==> config.mk <==
export PLATFORM = sky130hd
export DESIGN_NAME = lcd_watch_chargen
export DESIGN_NICKNAME = d
export VERILOG_FILES = /design/src/rtl/lcd_watch_chargen.sv
export SDC_FILE = /design/constraint.sdc
export NUM_CORES = 1
export LEC_CHECK = 0
export CAP_MARGIN = 20
export CELL_PAD_IN_SITES_DETAIL_PLACEMENT = 1
export CELL_PAD_IN_SITES_GLOBAL_PLACEMENT = 2
export CORE_ASPECT_RATIO = 0.9
export CORE_MARGIN = 4
export CORE_UTILIZATION = 38
export CTS_CLUSTER_SIZE = 20
export DETAILED_ROUTE_END_ITERATION = 16
export GPL_TIMING_DRIVEN = 0
export PLACE_DENSITY = 0.79
export REMOVE_ABC_BUFFERS = 1
export SETUP_SLACK_MARGIN = 0.15
export SYNTH_ARGS = -nofsm -noshare
export SYNTH_HDL_FRONTEND = slang
export SYNTH_SLANG_ARGS = --single-unit
==> constraint.sdc <==
create_clock -name CLK -period 4.5 [get_ports CLK]
set_input_delay 0.675 -clock CLK [delete_from_list [all_inputs] [get_ports CLK]]
set_output_delay 0.675 -clock CLK [all_outputs]
set_load 0.02 [all_outputs]
==> src/rtl/lcd_watch_chargen.sv <==
// BCD 24-hour watch with alarm, two debounced push buttons and a registered
// character generator serving a 2x16 LCD driver by character address.
module lcd_watch_chargen #(
    parameter int CLK_HZ     = 50_000_000,
    parameter int DEB_CYCLES = 1_000_000
) (
    input  logic       CLK,
    input  logic       RST_N,
    input  logic       BTN_SOUTH,
    input  logic       BTN_EAST,
    input  logic [3:0] SW,
    input  logic [7:0] LcdIndex,
    output logic [7:0] LcdChar,
    output logic [7:0] sec_digits,
    output logic [7:0] min_digits,
    output logic [7:0] hrs_digits,
    output logic       ALARM,
    output logic [7:0] LED
);
    localparam int PW = $clog2(CLK_HZ);
    localparam int DW = $clog2(DEB_CYCLES + 1);
    localparam logic [PW-1:0] PRESC_MAX  = PW'(CLK_HZ - 1);
    localparam logic [PW-1:0] PRESC_HALF = PW'(CLK_HZ / 2);
    localparam logic [DW-1:0] DEB_MAX    = DW'(DEB_CYCLES - 1);

    typedef enum logic [2:0] {
        ST_RUN      = 3'd0,
        ST_SET_HRS  = 3'd1,
        ST_SET_MIN  = 3'd2,
        ST_SET_AHRS = 3'd3,
        ST_SET_AMIN = 3'd4
    } state_t;

    function automatic logic [7:0] bcd_inc(input logic [7:0] v, input logic [7:0] top);
        if (v == top)           return 8'h00;
        else if (v[3:0] == 4'd9) return {v[7:4] + 4'd1, 4'd0};
        else                    return {v[7:4], v[3:0] + 4'd1};
    endfunction

    function automatic logic [7:0] dig(input logic [3:0] n);
        return {4'b0011, n};
    endfunction

    state_t     r_state, w_state_next;
    logic [1:0] w_btn_raw, w_btn_pulse;
    logic       w_east, w_south, w_ack, w_presc_run, w_tick, w_alarm_hit;
    logic       w_inc_hrs, w_inc_min, w_inc_ahrs, w_inc_amin;
    logic [3:0] w_blank;
    logic [PW-1:0] r_presc, r_blink_cnt;
    logic       r_blink, r_alarm;
    logic [7:0] r_sec, r_min, r_hrs, r_ahrs, r_amin;
    logic [7:0] w_sec_tick, w_min_tick, w_hrs_tick;
    logic [4:0] w_hrs_bin, w_h12;
    logic       w_pm;
    logic [7:0] w_hrs_disp, w_char, r_lcd_char;
    logic       w_unused_sw;

    assign w_unused_sw = SW[3];
    assign w_btn_raw   = {BTN_EAST, BTN_SOUTH};

    // Index 0 = south, 1 = east: synchroniser, debouncer, rising-edge pulse.
    genvar gi;
    generate
        for (gi = 0; gi < 2; gi++) begin : g_btn
            logic          r_meta, r_sync, r_level, r_level_d;
            logic [DW-1:0] r_cnt;
            always_ff @(posedge CLK or negedge RST_N) begin
                if (!RST_N) begin
                    r_meta    <= 1'b0;
                    r_sync    <= 1'b0;
                    r_level   <= 1'b0;
                    r_level_d <= 1'b0;
                    r_cnt     <= '0;
                end else begin
                    r_meta    <= w_btn_raw[gi];
                    r_sync    <= r_meta;
                    r_level_d <= r_level;
                    if (r_sync == r_level) begin
                        r_cnt <= '0;
                    end else if (r_cnt == DEB_MAX) begin
                        r_level <= r_sync;
                        r_cnt   <= '0;
                    end else begin
                        r_cnt <= r_cnt + DW'(1);
                    end
                end
            end
            assign w_btn_pulse[gi] = r_level & ~r_level_d;
        end
    endgenerate

    // East has priority; a coincident south pulse is discarded.
    assign w_east  = w_btn_pulse[1];
    assign w_south = w_btn_pulse[0] & ~w_btn_pulse[1];

    always_ff @(posedge CLK or negedge RST_N) begin
        if (!RST_N) r_state <= ST_RUN;
        else        r_state <= w_state_next;
    end

    always_comb begin
        w_state_next = r_state;
        if (w_east) begin
            case (r_state)
                ST_RUN:      w_state_next = ST_SET_HRS;
                ST_SET_HRS:  w_state_next = ST_SET_MIN;
                ST_SET_MIN:  w_state_next = ST_SET_AHRS;
                ST_SET_AHRS: w_state_next = ST_SET_AMIN;
                default:     w_state_next = ST_RUN;
            endcase
        end
    end

    always_comb begin
        w_presc_run = 1'b1;
        w_ack       = 1'b0;
        w_inc_hrs   = 1'b0;
        w_inc_min   = 1'b0;
        w_inc_ahrs  = 1'b0;
        w_inc_amin  = 1'b0;
        w_blank     = 4'b0000;
        case (r_state)
            ST_RUN:      w_ack = w_south;
            ST_SET_HRS:  begin w_presc_run = 1'b0; w_inc_hrs = w_south; w_blank[0] = ~r_blink; end
            ST_SET_MIN:  begin w_presc_run = 1'b0; w_inc_min = w_south; w_blank[1] = ~r_blink; end
            ST_SET_AHRS: begin w_inc_ahrs = w_south; w_blank[2] = ~r_blink; end
            ST_SET_AMIN: begin w_inc_amin = w_south; w_blank[3] = ~r_blink; end
            default:     w_ack = 1'b0;
        endcase
        if (SW[2]) w_presc_run = 1'b0;
    end

    assign w_tick = w_presc_run && (r_presc == PRESC_MAX);

    // Blink runs off its own free counter so edited fields still flash while
    // the seconds prescaler is frozen.
    always_ff @(posedge CLK or negedge RST_N) begin
        if (!RST_N) begin
            r_presc     <= '0;
            r_blink_cnt <= '0;
            r_blink     <= 1'b0;
        end else begin
            if (w_inc_min)        r_presc <= '0;
            else if (w_presc_run) r_presc <= (r_presc == PRESC_MAX) ? '0 : r_presc + PW'(1);
            r_blink_cnt <= (r_blink_cnt == PRESC_MAX) ? '0 : r_blink_cnt + PW'(1);
            if (r_blink_cnt == PRESC_HALF || r_blink_cnt == PRESC_MAX) r_blink <= ~r_blink;
        end
    end

    assign w_sec_tick  = bcd_inc(r_sec, 8'h59);
    assign w_min_tick  = (r_sec == 8'h59) ? bcd_inc(r_min, 8'h59) : r_min;
    assign w_hrs_tick  = (r_sec == 8'h59 && r_min == 8'h59) ? bcd_inc(r_hrs, 8'h23) : r_hrs;
    assign w_alarm_hit = w_tick && SW[1] && (r_sec == 8'h59) &&
                         (w_min_tick == r_amin) && (w_hrs_tick == r_ahrs);

    always_ff @(posedge CLK or negedge RST_N) begin
        if (!RST_N) begin
            r_sec   <= 8'h00;
            r_min   <= 8'h00;
            r_hrs   <= 8'h00;
            r_ahrs  <= 8'h07;
            r_amin  <= 8'h00;
            r_alarm <= 1'b0;
        end else begin
            if (w_tick) begin
                r_sec <= w_sec_tick;
                r_min <= w_min_tick;
                r_hrs <= w_hrs_tick;
            end
            if (w_inc_hrs)  r_hrs <= bcd_inc(r_hrs, 8'h23);
            if (w_inc_min) begin
                r_min <= bcd_inc(r_min, 8'h59);
                r_sec <= 8'h00;
            end
            if (w_inc_ahrs) r_ahrs <= bcd_inc(r_ahrs, 8'h23);
            if (w_inc_amin) r_amin <= bcd_inc(r_amin, 8'h59);
            if (!SW[1] || w_ack)  r_alarm <= 1'b0;
            else if (w_alarm_hit) r_alarm <= 1'b1;
        end
    end

    // 12-hour view: 0 -> 12 AM, 12 -> 12 PM, 13..23 -> 1..11 PM.
    always_comb begin
        w_hrs_bin = 5'(r_hrs[7:4]) * 5'd10 + 5'(r_hrs[3:0]);
        w_pm      = (w_hrs_bin >= 5'd12);
        w_h12     = w_pm ? (w_hrs_bin - 5'd12) : w_hrs_bin;
        if (w_h12 == 5'd0) w_h12 = 5'd12;
        if (!SW[0])               w_hrs_disp = r_hrs;
        else if (w_h12 >= 5'd10)  w_hrs_disp = {4'd1, 4'(w_h12 - 5'd10)};
        else                      w_hrs_disp = {4'd0, w_h12[3:0]};
    end

    always_comb begin
        w_char = 8'h20;
        case (LcdIndex)
            8'h00: w_char = "T";
            8'h01: w_char = "i";
            8'h02: w_char = "m";
            8'h03: w_char = "e";
            8'h04: w_char = "=";
            8'h06: w_char = w_blank[0] ? 8'h20 : dig(w_hrs_disp[7:4]);
            8'h07: w_char = w_blank[0] ? 8'h20 : dig(w_hrs_disp[3:0]);
            8'h08: w_char = ":";
            8'h09: w_char = w_blank[1] ? 8'h20 : dig(r_min[7:4]);
            8'h0A: w_char = w_blank[1] ? 8'h20 : dig(r_min[3:0]);
            8'h0B: w_char = ":";
            8'h0C: w_char = dig(r_sec[7:4]);
            8'h0D: w_char = dig(r_sec[3:0]);
            8'h0E: w_char = !SW[0] ? 8'h20 : (w_pm ? "P" : "A");
            8'h0F: w_char = SW[0] ? "M" : 8'h20;
            8'h40: w_char = "A";
            8'h41: w_char = "l";
            8'h42: w_char = "m";
            8'h44: w_char = w_blank[2] ? 8'h20 : dig(r_ahrs[7:4]);
            8'h45: w_char = w_blank[2] ? 8'h20 : dig(r_ahrs[3:0]);
            8'h46: w_char = ":";
            8'h47: w_char = w_blank[3] ? 8'h20 : dig(r_amin[7:4]);
            8'h48: w_char = w_blank[3] ? 8'h20 : dig(r_amin[3:0]);
            8'h4A: w_char = SW[1] ? "*" : 8'h20;
            8'h4F: w_char = {5'b00110, r_state};
            default: w_char = 8'h20;
        endcase
    end

    always_ff @(posedge CLK or negedge RST_N) begin
        if (!RST_N) r_lcd_char <= 8'h00;
        else        r_lcd_char <= w_char;
    end

    assign LcdChar    = r_lcd_char;
    assign sec_digits = r_sec;
    assign min_digits = r_min;
    assign hrs_digits = r_hrs;
    assign ALARM      = r_alarm;
    assign LED        = {r_alarm, 4'b0000, r_state};
endmodule

==> flow_summary.toml <==
[clocking]
clock-sinks = 152
clock_latency_ns = 0.44
clock-root-buffer = "clkbuf_16"
cts_max_level = 4
clk_pin_slew_ns = 0.07
cts_setup_buffers = 0
cts.repair.resized = 0
cts_hold_buffers = 0
cts_max_path_buffers = 2
cts_tree = "done"
cts_buffers = 17

[synthesis]
async_flop_share_pct = 100
netlist_top_cells_area = "dfrtp_1, nor2_1, xnor2_1"
synthTopCellsByCount = "dfrtp_1, nor2_1, nand2_1"
syn-instance-count = 1043
yosys.area.top_type = "dfrtp_1"
synth.avg_cell_area_um2 = 8.97
synthDistinctLibCells = 82
yosysWarnings = 0
ys_seq_area_share_pct = 40.7
synth-edff-count = 0
ys_ff_latch = 152
synth-main-ff-cell = "dfrtp_1"
synth_most_common_cell = "dfrtp_1"
syn-cell-area_mm2 = 0.00935
netlist.area_leader.share_pct = 39.9

[final_layout]
final_area_mm2 = 0.0107
syn2layout_area_growth_pct = 14.5
antenna_cells = 0
multi_input_area_mm2 = 0.00524
ff_latch_area_mm2 = 0.00381
fillers = 2821
fin_util_pct = 44.1
layout-drive-gt1-share_pct = 6.70
nets = 1125

[die]
core_mm2 = 0.0243
initial_utilization_pct = 38.6
die-area_mm2 = 0.0272
core.rowCount = 54
die_width_um = 173
die_y_um = 157
ios = 57

[route]
drt_iter0_markers = 549
wl_per_cell_um = 18.3
route.vias.total = 7941
drt_first_pass_iters = 5
antenna_left = 0
vias_per_cell = 5.68
drc = 0
drt_wl_total_mm = 25.5

[worst_setup_path]
slowest_stage = "dfrtp_1"
startpoint = "hrs_digits[4]"
startpoint_type = "flip-flop"
crit_type = "reg -> reg"
crit_family = "adder cells"
critPathMaxFanout = 11
crit_required_ns = 4.82
reg2reg_slack_ns = 0.45
endpoint_kind = "flip-flop"
cp.buffers_inverters = 2
cp_common_cell = "ha_1"
slowest_delay_ns = 0.58
crit_arrival_ns = 4.36
r2r-start = "hrs_digits[4]"
crit_chain = "ha_1 > ha_1 > xnor2_2 > inv_1 > ha_1 > a221oi_1 > a211oi_1 > a211oi_1 > inv_1 > ha_1 > o21ai_0 > nand2_1 > a211o_1"

[job]
cap_violations = 0

[timing]
min_period_ns = 4.05
finalCritPeriodShare_pct = 90.0
max-slew-margin-rel_pct = 28.1
max_freq_mhz = 247
finalSetupTns_ns = 0
hold_ws_ns = 0.147
worst_slew_pin_slew_ns = 1.08
final_hold_viol_count = 0
finalSetupViolCount = 0
rsz0062_at_grt = "no"
fin_worst_skew_ns = 0.0143
final-max-slew-violation-count = 0

[power_and_ir_drop]
powerDensity_mw_per_mm2 = 292
max-vdd-ir-drop_uv = 210
p_leak_nw = 4.53
p_total_mw = 3.13

[global_route]
overflow = 0
first_global_vias = 8014
grt_pass1_wl_mm = 43.2
grt_max_degree = 99
grt.total_usage_pct = 19.3
antenna_found_initial = 0

[hold_path]
hold_class = "in -> async"

[placed_design]
dpl-instance-area_mm2 = 0.0101
portBuffers = 50
hpwl_mm = 18.3
place.gp.congestion = 0.850

[outcome]
outcome = "finished, final reports clean"
## sequential cells by signal, summed over array words and instances, names as in the netlist
name             cells
min_digits           8
r_amin               8
g_btn.r_cnt         40
r_ahrs               8
LcdChar              7
r_state              3
hrs_digits           8
g_btn.r_level_d      2
g_btn.r_meta         2
r_blink              1
g_btn.r_level        2
g_btn.r_sync         2
r_presc             26
r_blink_cnt         26
sec_digits           8
ALARM                1
## path summary, 6_finish.rpt
path                                endpoint  cells past startpoint
max                               LcdChar[2]                     13
min                               LcdChar[3]                      1
max reg2reg                       LcdChar[2]                     13
min reg2reg                  g_btn[0].r_sync                      0
max in group asynchronous  g_btn[1].r_cnt[8]                      2
min in group CLK             g_btn[0].r_sync                      0
## layout by cell type (no fill, tap or decap), drive strengths merged, types with 6 or more instances in the layout
cell and count:
clkbuf 19, and3b 8, nor4 21, dfrtp 149
inv 45, nand3 62, and4 11, a31oi 20
o31ai 10, or2 7, nor3 26, nand2b 6
nand2 90, and3 37, nor2b 9, nor2 123
a21oi 39, xor2 44, mux2 9, o21ai 56
and2 11, nand4 19, clkdlybuf4s50 49, o211ai 6
mux2i 11, ha 31, xnor2 46, a211oi 9
## metrics by stage
step                std cells  setup slack (ns)
floorplan                1004             0.993
finish                   1398             0.452
global route             1398             0.158
detailed placement       1364             0.477
CTS                      1396             0.434
global placement         1362             -3.94
## report_power, final
group | internal [mW] | switching [mW] | total (mW)
Clock | 0.752 | 0.673 | 1.42
Sequential | 1.40 | 0.0533 | 1.45
Combinational | 0.0950 | 0.152 | 0.247
Total | 2.25 | 0.878 | 3.13
## cells by family (layout without fill, tap and decap cells)
kind of cell,count (synthesis),after routing,synth area share [%]
compound gates,201,201,14.1
fa+ha+maj,32,32,4.36
simple gates,465,465,26.0
xor+xnor,92,92,8.92
mux,20,20,2.26
other cells,1,5,0.0401
flops,152,152,40.7
buf+inv,80,123,3.57
## layer usage
metal / routed length (µm) / track usage [%]
met5: 0 / 0
met4: 357 / 5.24
met3: 834 / 3.12
met2: 11200 / 29.1
met1: 13100 / 28.7
## layout make-up
type	count	share of cell area (%)
tap	308	3.60
sequential	152	35.6
inverter	37	1.30
clock buffer	19	4.14
clock inverter	13	1.24
multi-input combinational	815	48.9
timing repair buffer	54	5.22
Note: power is estimated with default switching activity, not from simulation.
